## src/rtl/mano_p_pkg.sv

```systemverilog
// Shared types and constants for the Mano-style accumulator core:
// opcode and FSM state encodings, register-reference bit positions,
// and the memory-reference dispatch rule.
package mano_p_pkg;

    typedef enum logic [2:0] {
        OP_AND = 3'd0,
        OP_ADD = 3'd1,
        OP_LDA = 3'd2,
        OP_STA = 3'd3,
        OP_BUN = 3'd4,
        OP_BSA = 3'd5,
        OP_ISZ = 3'd6,
        OP_RRF = 3'd7
    } opcode_t;

    typedef enum logic [2:0] {
        S_FETCH    = 3'd0,
        S_DECODE   = 3'd1,
        S_INDIRECT = 3'd2,
        S_READ     = 3'd3,
        S_WRITE    = 3'd4,
        S_EXEC     = 3'd5,
        S_HALT     = 3'd6
    } state_t;

    // Register-reference bit positions within IR[11:0]
    localparam int RR_CLA = 11;
    localparam int RR_CLE = 10;
    localparam int RR_CMA = 9;
    localparam int RR_CME = 8;
    localparam int RR_CIR = 7;
    localparam int RR_CIL = 6;
    localparam int RR_INC = 5;
    localparam int RR_SPA = 4;
    localparam int RR_SNA = 3;
    localparam int RR_SZA = 2;
    localparam int RR_SZE = 1;
    localparam int RR_HLT = 0;

    // Where a memory-reference instruction goes once its effective address is known
    function automatic state_t dispatch(input opcode_t op);
        case (op)
            OP_STA, OP_BSA: return S_WRITE;
            OP_BUN:         return S_EXEC;
            default:        return S_READ;  // AND, ADD, LDA, ISZ
        endcase
    endfunction

endpackage

```

## src/rtl/mano_alu_p.sv

```systemverilog
// Combinational datapath for the core: AND, add-with-carry, operand
// increment (ISZ), and the ordered register-reference chain
// (clear, complement, rotate, increment) plus the skip test.
module mano_alu_p
    import mano_p_pkg::*;
#(
    parameter int DW = 16
) (
    input  logic [DW-1:0] ac,
    input  logic          e_in,
    input  logic [DW-1:0] md,
    input  logic [11:1]   rr,
    output logic [DW-1:0] and_ac,
    output logic [DW-1:0] add_ac,
    output logic          add_e,
    output logic [DW-1:0] md_inc,
    output logic [DW-1:0] rr_ac,
    output logic          rr_e,
    output logic          rr_skip
);

    assign and_ac           = ac & md;
    assign {add_e, add_ac}  = {1'b0, ac} + {1'b0, md};
    assign md_inc           = md + DW'(1);

    // Skips look at the accumulator/extend values from before this instruction
    assign rr_skip = (rr[RR_SPA] & ~ac[DW-1]) |
                     (rr[RR_SNA] &  ac[DW-1]) |
                     (rr[RR_SZA] & (ac == '0)) |
                     (rr[RR_SZE] & ~e_in);

    // Apply register-reference micro-ops in fixed order; later ops see earlier results
    always_comb begin
        rr_ac = ac;
        rr_e  = e_in;
        if (rr[RR_CLA]) rr_ac = '0;
        if (rr[RR_CLE]) rr_e  = 1'b0;
        if (rr[RR_CMA]) rr_ac = ~rr_ac;
        if (rr[RR_CME]) rr_e  = ~rr_e;
        if (rr[RR_CIR]) {rr_ac, rr_e} = {rr_e, rr_ac};
        if (rr[RR_CIL]) {rr_e, rr_ac} = {rr_ac, rr_e};
        if (rr[RR_INC]) rr_ac = rr_ac + DW'(1);
    end

endmodule

```

## src/rtl/mano_core_p.sv

```systemverilog
// Multi-cycle Mano-style accumulator core with a request/acknowledge
// memory port. One access in flight at a time; request and its
// address/data are decoded from the registered state so they stay
// stable for as long as the memory stalls.
module mano_core_p
    import mano_p_pkg::*;
#(
    parameter int DW       = 16,
    parameter int AW       = 12,
    parameter int RESET_PC = 0
) (
    input  logic          CLK,
    input  logic          RST_N,
    output logic          mem_req,
    output logic          mem_we,
    output logic [AW-1:0] mem_addr,
    output logic [DW-1:0] mem_wdata,
    input  logic [DW-1:0] mem_rdata,
    input  logic          mem_ack,
    input  logic          resume,
    output logic          halted,
    output logic [AW-1:0] pc,
    output logic [AW-1:0] ar,
    output logic [DW-1:0] ac,
    output logic [DW-1:0] ir,
    output logic          e
);

    state_t        state;
    logic [DW-1:0] dr;        // ISZ incremented operand awaiting write-back
    opcode_t       op;
    logic          ind;

    logic [DW-1:0] and_ac, add_ac, md_inc, rr_ac;
    logic          add_e, rr_e, rr_skip;
    logic          mem_state;

    assign op  = opcode_t'(ir[DW-2:DW-4]);
    assign ind = ir[DW-1];

    mano_alu_p #(.DW(DW)) u_alu (
        .ac      (ac),
        .e_in    (e),
        .md      (mem_rdata),
        .rr      (ir[11:1]),
        .and_ac  (and_ac),
        .add_ac  (add_ac),
        .add_e   (add_e),
        .md_inc  (md_inc),
        .rr_ac   (rr_ac),
        .rr_e    (rr_e),
        .rr_skip (rr_skip)
    );

    // Bus outputs follow the registered state; gating with RST_N drops the
    // request the moment reset asserts and keeps it low while reset is held.
    assign mem_state = (state == S_FETCH) || (state == S_INDIRECT) ||
                       (state == S_READ)  || (state == S_WRITE);
    assign mem_req   = RST_N && mem_state;
    assign mem_we    = RST_N && (state == S_WRITE);
    assign mem_addr  = (state == S_FETCH) ? pc : ar;
    assign halted    = (state == S_HALT);

    // Write data source depends on which instruction owns the WRITE state
    always_comb begin
        mem_wdata = ac;
        case (op)
            OP_ISZ:  mem_wdata = dr;
            OP_BSA:  mem_wdata = {{(DW-AW){1'b0}}, pc};
            default: mem_wdata = ac;
        endcase
    end

    // Instruction sequencer: fetch, decode, operand access and execute
    always_ff @(posedge CLK or negedge RST_N) begin
        if (!RST_N) begin
            state <= S_FETCH;
            pc    <= AW'(RESET_PC);
            ar    <= '0;
            ac    <= '0;
            ir    <= '0;
            e     <= 1'b0;
            dr    <= '0;
        end else begin
            case (state)
                S_FETCH: begin
                    if (mem_ack) begin
                        ir    <= mem_rdata;
                        pc    <= pc + AW'(1);
                        state <= S_DECODE;
                    end
                end
                S_DECODE: begin
                    ar <= ir[AW-1:0];
                    if (op == OP_RRF) begin
                        // I=1 with opcode 7 is a NOP
                        if (!ind) begin
                            ac <= rr_ac;
                            e  <= rr_e;
                            if (rr_skip) pc <= pc + AW'(1);
                        end
                        state <= (!ind && ir[RR_HLT]) ? S_HALT : S_FETCH;
                    end else if (ind) begin
                        state <= S_INDIRECT;
                    end else begin
                        state <= dispatch(op);
                    end
                end
                S_INDIRECT: begin
                    if (mem_ack) begin
                        ar    <= mem_rdata[AW-1:0];
                        state <= dispatch(op);
                    end
                end
                S_READ: begin
                    if (mem_ack) begin
                        state <= S_FETCH;
                        case (op)
                            OP_AND: ac <= and_ac;
                            OP_ADD: begin
                                ac <= add_ac;
                                e  <= add_e;
                            end
                            OP_LDA: ac <= mem_rdata;
                            OP_ISZ: begin
                                dr    <= md_inc;
                                state <= S_WRITE;
                            end
                            default: ;
                        endcase
                    end
                end
                S_WRITE: begin
                    if (mem_ack) begin
                        if (op == OP_ISZ && dr == '0) pc <= pc + AW'(1);
                        else if (op == OP_BSA)         pc <= ar + AW'(1);
                        state <= S_FETCH;
                    end
                end
                S_EXEC: begin
                    pc    <= ar;
                    state <= S_FETCH;
                end
                S_HALT: begin
                    if (resume) state <= S_FETCH;
                end
                default: state <= S_FETCH;
            endcase
        end
    end

endmodule

```

## config.mk

```make
export PLATFORM = sky130hd
export DESIGN_NAME = mano_core_p
export DESIGN_NICKNAME = d
export VERILOG_FILES = /design/src/rtl/mano_p_pkg.sv /design/src/rtl/mano_alu_p.sv /design/src/rtl/mano_core_p.sv
export SDC_FILE = /design/constraint.sdc
export NUM_CORES = 1
export LEC_CHECK = 0
export CAP_MARGIN = 10
export CORE_UTILIZATION = 50
export DETAILED_ROUTE_END_ITERATION = 12
export PLACE_DENSITY = 0.78
export SKIP_CTS_REPAIR_TIMING = 1
export SYNTH_ARGS = -nofsm -noshare
export SYNTH_HDL_FRONTEND = slang
export SYNTH_SLANG_ARGS = --single-unit
```

## constraint.sdc

```tcl
create_clock -name CLK -period 2.81 [get_ports CLK]
set_input_delay 0.562 -clock CLK [delete_from_list [all_inputs] [get_ports CLK]]
set_output_delay 0.562 -clock CLK [all_outputs]
set_load 0.01 [all_outputs]
```

==> results of run 1 <==
-- state kept, by name, indices dropped and copies added, names as in the netlist --
name	cells
dr	16
ir	16
ac	16
ar	12
state	3
e	1
pc	12
-- through the flow --
step	power, mW	util	TNS [ps]
final	12.0	0.703	-9.72
after floorplan	6.78	-	0
after CTS	11.5	0.690	-441
after global placement	10.1	0.667	-2670
after global routing	12.7	0.703	-235
after detailed placement	10.2	0.667	-3130
-- worst paths after layout --
| check | startpoint | cells past startpoint | endpoint | slack, ps |
|---|---|---|---|---|
| max | ir[14] | 6 | mem_wdata[11] | -10 |
| min | RST_N | 1 | state[0] | 70 |
| max reg2reg | ac[0] | 12 | ac[6] | 90 |
| min reg2reg | dr[0] | 2 | dr[0] | 500 |
| max in group asynchronous | RST_N | 2 | ir[7] | 1580 |
| min in group CLK | dr[0] | 2 | dr[0] | 500 |
-- worst max-delay path, stage by stage (launching register included) --
cell and delay [ps]:
dfrtp_1 370, buf_4 170, and3b_1 230, buf_4 210, nor3_2 220, a221o_1 180
clkdlybuf4s50_1 550
-- kinds of logic after synthesis --
| group | Yosys count | share of synthesized area |
|---|---|---|
| AO/OA/AOI/OAI | 267 | 0.245 |
| adder cells (fa/ha/maj) | 21 | 0.0387 |
| multiplexers | 70 | 0.109 |
| AND/OR/NAND/NOR | 305 | 0.216 |
| XOR/XNOR | 58 | 0.0727 |
| buffers and inverters | 78 | 0.0471 |
| flip-flops | 76 | 0.272 |
-- area by class of cell --
class / count / area, um^2
multi-input cells: 721 / 4890
fillers: 1118 / 3990
repair buffers: 235 / 2070
flip-flops and latches: 76 / 1910
clock buffers: 10 / 229
well taps: 176 / 220
clock inverters: 6 / 87.6
inverters: 16 / 63.8
-- synth_stat cells, drive strengths merged, types with 3 or more instances --
master	number
a31oi	10
clkbuf	48
nor4	10
mux2	37
nor3b	11
nor2	62
xor2	24
or2	6
inv	16
a21oi	41
a22o	6
a22oi	27
and4	4
a221oi	13
and2	10
a2111oi	3
mux2i	32
nand3	23
or3	4
o211ai	6
buf	14
xnor2	34
dfrtp	76
a211oi	17
a21o	8
nor3	14
nor4b	3
a221o	3
and3	10
nand2	107
o22ai	4
ha	20
nand4	6
o21ai	100
o31ai	4
nor2b	19
nand2b	6
-- power by group through the flow --
stage / Sequential (mW) / Combinational (mW) / Clock [mW]
final: 2.34 / 8.37 / 1.26
after global routing: 2.39 / 8.97 / 1.31
after CTS: 2.29 / 7.98 / 1.26
after detailed placement: 2.30 / 7.92 / 0
after global placement: 2.30 / 7.81 / 0
after floorplan: 2.20 / 4.58 / 0
-- routing by layer --
layer | global-route usage | vias up | share of wire
met5 | 0 | - | 0
met4 | 0.117 | 0 | 0.037
met3 | 0.0514 | 89 | 0.095
met2 | 0.535 | 472 | 0.45
met1 | 0.489 | 3782 | 0.42
li1 | - | 3590 | -
==> impl_summary.log, run 1 <==
INFO  metric cts.sinks = 76
INFO  metric maxCapViolations = 0
INFO  metric core = 13500 um^2
INFO  metric yosys.area.top_type = dfrtp_1
INFO  metric global_route_usage_over_all_layers = 0.344
INFO  metric hold_path.class = input port to asynchronous set/reset pin
INFO  metric post_route_cells_drive_above_1_share = 0.210
INFO  metric synthCells = between 800 and 900
INFO  metric drt_pass1_iterations = 6
INFO  metric irDropWorstVdd = about 600 uV
INFO  metric top_level_ports = 108
INFO  metric static-leakage-power = 3.98 nW
INFO  metric globalRouteOverflowTotal = 0
INFO  metric crit_path_end_kind = output port
INFO  metric critical_path.max_fanout = 15
INFO  metric critPathLaunchType = register
INFO  metric layoutNonFillerInstCount = between 1000 and 1500
INFO  metric power.internal = around 6.4 mW
INFO  metric final_period_minus_worst_setup_slack = 2820 ps
INFO  metric root_buffer_selected_by_cts = clkbuf_16
INFO  metric synth.area.top_cells = dfrtp_1, o21ai_0, mux2_2
INFO  metric syn-mean-instance-area = roughly 8.0 um^2
INFO  metric placement.cell_area = 8970 um^2
INFO  metric placementRows = between 40 and 50
INFO  metric slew_violations = 0
INFO  metric initial_util = 0.520
INFO  metric power.switching_fraction = 0.466
INFO  metric fp.dieArea = 14500 um^2
INFO  metric drc = 0
INFO  metric routedWlPerCell = 20.3 um
INFO  metric grt_setup_unrepaired = true
INFO  metric synthDistinctLibCells = between 70 and 80
INFO  metric cts-htree-levels = 3
INFO  metric cts_max_path_buffers = 2
INFO  metric synth_enable_flop_cells = 0
INFO  metric synth-warning-count = 0
INFO  metric failed_checks = negative setup slack
INFO  metric grt_pass1_vias = between 7000 and 8000
INFO  metric layout_commonest_cell = buf_4
INFO  metric tritoncts_clock_tree = built
INFO  metric grt_pass1_wl = about 39 mm
INFO  metric finalCritPeriodShare = 1.00
INFO  metric syn_nets = 916
INFO  metric timing.final.ws_setup = -9.72 ps
INFO  metric setup_viol = 1
INFO  metric post_dp_hpwl = 18.5 mm
INFO  metric die_w = 120 um
INFO  metric routed_wirelength = 25.1 mm
INFO  metric worstMarginPinSlew = 896 ps
INFO  metric post_place_cells = between 1000 and 1500
INFO  metric clk_transition_reported_paths = 60 ps
INFO  metric hold-worst-slack = 72.7 ps
INFO  metric power.net_switching = ~5.6 mW
INFO  metric hold_violations = 0
INFO  metric share_clk_of_total_power = 0.105
INFO  metric worst_setup_slack_before_clock_tree_synthesis = -452 ps
INFO  metric grt_max_degree = 66
INFO  metric comb_power_share = 0.699
INFO  metric place.port_buffers = 107
INFO  metric num-nets-final = 1100
INFO  metric synth_area = 6990 um^2
INFO  metric power_frac_seq = 0.195
INFO  metric worst_ep_arrival_time = 2260 ps
INFO  metric detail_route.iter0.violations = 831
INFO  metric critPathKind = register to output port
INFO  metric synth_seq_cells = 76
INFO  metric number_of_clock_buffers_inserted_by_tritoncts = 9
INFO  metric postLayoutCellArea = 9460 um^2
INFO  metric postRouteAntennaNets = 0
INFO  metric post_drt_via_cell_ratio = 6.40
INFO  metric floorplan_die_height = approximately 120 um
INFO  metric cp_data_required_time = around 2300 ps
INFO  metric power_density = 1260 nW/um^2
INFO  metric max_freq = 355 MHz
INFO  metric clock_latency_of_the_later_clocked_register_in_the_worst_skew_pair = approximately 350 ps
INFO  metric synthToLayoutAreaGrowth = 35.3%
INFO  metric detailroute.via_count = 7933
INFO  metric synth-async-reset-ratio = 1.00
INFO  metric run_status = finished, violations left
INFO  metric fin_worst_skew = between 10 and 15 ps
INFO  metric top_library_cells_by_usage_in_the_layout_fill_and_taps_aside = buf_4, nand2_1, clkdlybuf4s50_1, o21ai_0, dfrtp_1
INFO  metric number_of_antenna_violations_at_the_first_check_in_global_routing = 0
INFO  metric synth_top_cell_area_share = 0.272
INFO  metric sequential_cell_area_fraction_in_the_yosys_report = 0.272
INFO  metric dominantRegCellSynth = dfrtp_1
INFO  metric worst_slew_margin_rel = 0.400
INFO  metric diodes = 0
INFO  metric final_weighted_congestion_in_routability_driven_placement = 0.995
Note: power is estimated with default switching activity, not from simulation.
==> run 2, diff against run 1 <==
==> constraint.sdc (replaced) <==
create_clock -name CLK -period 2.81 [get_ports CLK]
set_input_delay 0.562 -clock CLK [delete_from_list [all_inputs] [get_ports CLK]]
set_output_delay 0.562 -clock CLK [all_outputs]
set_load 0.1 [all_outputs]
==> impl_summary.log, run 2 (synthesis results as in run 1) <==
INFO  metric synthToLayoutAreaGrowth = 36.7%
INFO  metric top_level_ports = 108
INFO  metric run_status = finished clean
INFO  metric num-nets-final = 1083
INFO  metric routedWlPerCell = between 20 and 25 um
INFO  metric tritoncts_clock_tree = built
INFO  metric routed_wirelength = 25.1 mm
INFO  metric core = 13500 um^2
INFO  metric postRouteAntennaNets = 0
INFO  metric hold_path.class = input port to asynchronous set/reset pin
INFO  metric clk_transition_reported_paths = around 60 ps
INFO  metric maxCapViolations = 0
INFO  metric clock_latency_of_the_later_clocked_register_in_the_worst_skew_pair = 350 ps
INFO  metric drt_pass1_iterations = 6
INFO  metric detailroute.via_count = slightly below 8000
INFO  metric layout_commonest_cell = buf_4
INFO  metric place.port_buffers = 107
INFO  metric fp.dieArea = 14500 um^2
INFO  metric largestRegisters = ac (16), dr (16), ir (16)
INFO  metric final_period_minus_worst_setup_slack = 2780 ps
INFO  metric worst_slew_margin_rel = 0.537
INFO  metric worst_r2r_path_depth = 8
INFO  metric cp_data_required_time = 3100 ps
INFO  metric finalSetupTns = 0 ps
INFO  metric detail_route.iter0.violations = between 900 and 1000
INFO  metric cts-htree-levels = 3
INFO  metric layout.filler_cells = 1086
INFO  metric fin_worst_skew = 6.32 ps
INFO  metric globalRouteOverflowTotal = 0
INFO  metric finalCoreUtilization = 0.710
INFO  metric number_of_antenna_violations_at_the_first_check_in_global_routing = 0
INFO  metric root_buffer_selected_by_cts = clkbuf_16
INFO  metric hold_violations = 0
INFO  metric critPathLaunchType = register
INFO  metric global_route_usage_over_all_layers = 0.349
INFO  metric final_weighted_congestion_in_routability_driven_placement = 1.02
INFO  metric grt_pass1_wl = 38.9 mm
INFO  metric slew_violations = 0
INFO  metric crit_path_end_kind = register
INFO  metric drc = 0
INFO  metric cts_max_path_buffers = 2
INFO  metric post_dp_hpwl = 18.9 mm
INFO  metric die_w = 120 um
INFO  metric finalCritPeriodShare = 0.991
INFO  metric initial_util = 0.520
INFO  metric grt_max_degree = 37
INFO  metric top_library_cells_by_usage_in_the_layout_fill_and_taps_aside = buf_4, nand2_1, o21ai_0, nor2_1, dfrtp_1
INFO  metric floorplan_die_height = 120 um
INFO  metric cts.sinks = 76
INFO  metric ff2ff_setup_slack = 30 ps
INFO  metric worstMarginPinSlew = a little under 700 ps
INFO  metric critPathKind = register to register
INFO  metric placementRows = 42
INFO  metric number_of_clock_buffers_inserted_by_tritoncts = 9
INFO  metric grt_pass1_vias = 6972
INFO  metric worst_ep_arrival_time = 3070 ps
INFO  metric diodes = 0
INFO  metric critical_path.max_fanout = 7
INFO  metric rr_startpoint = ir[7]
INFO  metric crit-reg2reg-capture = ac[15]
INFO  metric max_freq = 359 MHz
INFO  metric grt_setup_unrepaired = true
INFO  metric post_drt_via_cell_ratio = roughly 6.4
INFO  metric setup_viol = 0
INFO  metric post_route_cells_drive_above_1_share = 0.307
[run 2: cell count changes in the layout (fill, tap and decap cells not counted), moves of 4 or more]
cell,before,now
buf_4,126,167
dfrtp_4,0,6
a22o_1,6,2
dfrtp_1,73,60
dfrtp_2,3,10
a22o_2,0,4
clkdlybuf4s50_1,103,16
buf_12,2,31
nand2_1,106,96
nand2_4,0,8
[run 2: worst max path at each step]
stage / start / to / slack (ps) / cells after the start
6_report: ir[7] / ac[15] / 30 / 8
5_1_grt: ir[7] / ac[15] / -50 / 8
4_1_cts: mem_rdata[0] / ac[14] / -160 / 11
3_5_place_dp: mem_rdata[0] / ac[14] / -520 / 11
3_3_place_gp: mem_rdata[0] / ac[14] / -430 / 11
2_1_floorplan: ir[6] / ac[14] / -30 / 11
[run 2: metrics by stage]
| step | hold slack (ps) | worst slack [ps] | instances | area, um^2 |
|---|---|---|---|---|
| 2_1_floorplan | 266 | -29.6 | 875 | 7160 |
| 3_3_place_gp | 424 | -429 | 1202 | 9140 |
| 3_5_place_dp | 426 | -518 | 1202 | 9140 |
| 4_1_cts | 69.6 | -164 | 1217 | 9410 |
| 5_1_grt | 80.3 | -46.5 | 1222 | 9560 |
| 6_report | 68.2 | 26.0 | 1222 | 9560 |
[run 2: final cells by class]
class                      instances  area [um^2]  share of cell area
clock inverter                     2         13.8             0.00144
clock buffer                      13          250              0.0262
timing repair buffer             218         2080               0.217
sequential                        76         1940               0.203
inverter                          16         60.1             0.00628
multi-input combinational        721         5000               0.523
tap                              176          220              0.0230
[run 2: worst max-delay path, stage by stage (launching register included)]
cell,delay [ps]
dfrtp_4,500
mux4_2,550
o41ai_1,320
a41oi_1,150
or2_4,350
nor2_1,200
nor4b_1,360
buf_4,190
or3_1,100
[run 2: metal layers]
| metal | GRT usage | wire [um] | vias to the layer above |
|---|---|---|---|
| li1 | - | - | 3543 |
| met4 | 0.128 | 944 | 0 |
| met2 | 0.534 | 11300 | 483 |
| met1 | 0.498 | 10400 | 3729 |
| met5 | 0 | 0 | - |
| met3 | 0.0533 | 2440 | 76 |
Power of run 2 is not shown: default switching activity piles up to over one toggle a cycle in this logic, so the estimate is an artifact.
==> run 3, diff against run 2 <==
ABC_CLOCK_PERIOD_IN_PS = 2810   (was not set)
CTS_BUF_LIST = sky130_fd_sc_hd__clkbuf_8   (was not set)
==> impl_summary.log, run 3 (synthesis results as in run 1) <==
INFO  metric run_status = finished clean
INFO  metric place.port_buffers = approximately 110
INFO  metric slew_violations = 0
INFO  metric hold_path.class = input port to asynchronous set/reset pin
INFO  metric finalCoreUtilization = 0.703
INFO  metric root_buffer_selected_by_cts = clkbuf_8
INFO  metric post_route_cells_drive_above_1_share = 0.304
INFO  metric critPathLaunchType = register
INFO  metric post_drt_via_cell_ratio = 6.37
INFO  metric floorplan_die_height = approximately 120 um
INFO  metric core = 13500 um^2
INFO  metric grt_max_degree = 37
INFO  metric hold_violations = 0
INFO  metric final_period_minus_worst_setup_slack = 2800 ps
INFO  metric final_weighted_congestion_in_routability_driven_placement = 1.02
INFO  metric fin_worst_skew = 10.2 ps
INFO  metric diodes = 0
INFO  metric worstMarginPinSlew = 670 ps
INFO  metric grt_setup_unrepaired = true
INFO  metric cp_cell_sequence = mux4_2 > o41ai_1 > a41oi_1 > or2_4 > nor2_1 > nor4b_1 > buf_4 > or3_1
INFO  metric worst_ep_arrival_time = 3100 ps
INFO  metric worst_slew_margin_rel = 0.549
INFO  metric globalRouteOverflowTotal = 0
INFO  metric synthToLayoutAreaGrowth = 35.3%
INFO  metric clock_latency_of_the_later_clocked_register_in_the_worst_skew_pair = 360 ps
INFO  metric cpMaxStageDelayCell = mux4_2
INFO  metric crit_path_end_kind = register
INFO  metric number_of_antenna_violations_at_the_first_check_in_global_routing = 0
INFO  metric cts.sinks = 76
INFO  metric routedWlPerCell = 20.5 um
INFO  metric finalCritPeriodShare = 0.996
INFO  metric critPathKind = register to register
INFO  metric setup_viol = 0
INFO  metric drc = 0
INFO  metric clk_transition_reported_paths = 80 ps
INFO  metric initial_util = 0.520
INFO  metric detail_route.iter0.violations = roughly 970
INFO  metric layout_commonest_cell = buf_4
INFO  metric detailroute.via_count = 7783
INFO  metric layout.filler_cells = 1111
INFO  metric global_route_usage_over_all_layers = 0.346
INFO  metric num-nets-final = 1083
INFO  metric grt_pass1_wl = 38.5 mm
INFO  metric post_dp_hpwl = ~19 mm
INFO  metric die_w = 120 um
INFO  metric cts_max_path_buffers = 2
INFO  metric grt_pass1_vias = 6964
INFO  metric critical_path.max_fanout = 7
INFO  metric fp.dieArea = 14500 um^2
INFO  metric largestRegisters = ac (16), dr (16), ir (16)
INFO  metric cp_data_required_time = about 3100 ps
INFO  metric critical_path.max_stage_delay = 550 ps
INFO  metric postRouteAntennaNets = 0
INFO  metric cts-htree-levels = 3
INFO  metric routed_wirelength = 25.0 mm
INFO  metric tritoncts_clock_tree = built
INFO  metric maxCapViolations = 0
INFO  metric top_library_cells_by_usage_in_the_layout_fill_and_taps_aside = buf_4, nand2_1, o21ai_0, nor2_1, dfrtp_1
INFO  metric max_freq = 357 MHz
INFO  metric placementRows = 42
INFO  metric number_of_clock_buffers_inserted_by_tritoncts = 9
INFO  metric top_level_ports = 108
INFO  metric drt_pass1_iterations = 8
## run 3: final cells by class
class,count,area (um^2),area share
clock buffer,10,138,0.0146
clock inverter,5,25.0,0.00265
inverter,16,60.1,0.00635
multi-input combinational,721,5000,0.529
sequential,76,1940,0.205
tap,176,220,0.0233
timing repair buffer,218,2080,0.220
## run 3: final timing paths
kind                            end   start  slack [ps]  cells after the start
max                          ac[15]   ir[7]          10                      8
min                        state[2]   RST_N          50                      1
max reg2reg                  ac[15]   ir[7]          10                      8
min reg2reg                  dr[11]  dr[11]         520                      2
max in group asynchronous    ir[11]   RST_N        1970                      2
min in group CLK             dr[11]  dr[11]         520                      2
## run 3: worst max-delay path: cells and delay by family, from the launching register on
family / cells / cell delay (ps)
buffers and inverters: 1 / 190
AOI/OAI and AO/OA: 2 / 470
DFF: 1 / 510
muxes: 1 / 550
and+or+nand+nor: 4 / 1020
## run 3: through the flow
stage | setup TNS (ps) | hold WS, ps | area, um^2 | std cells | setup slack, ps
4_1_cts | -587 | 38.4 | 9300 | 1217 | -136
6_report | 0 | 45.8 | 9460 | 1222 | 11.3
5_1_grt | -237 | 42.0 | 9460 | 1222 | -74.0
3_3_place_gp | -2770 | 424 | 9140 | 1202 | -429
2_1_floorplan | -29.6 | 266 | 7160 | 875 | -29.6
3_5_place_dp | -3450 | 426 | 9140 | 1202 | -518
## run 3: metal layers
layer  global-route usage  part of all wire
met2                0.528              0.44
met1                0.490              0.41
met3               0.0618              0.10
met4                0.127             0.041
met5                    0                 0
Power of run 3 is left out for the same reason.
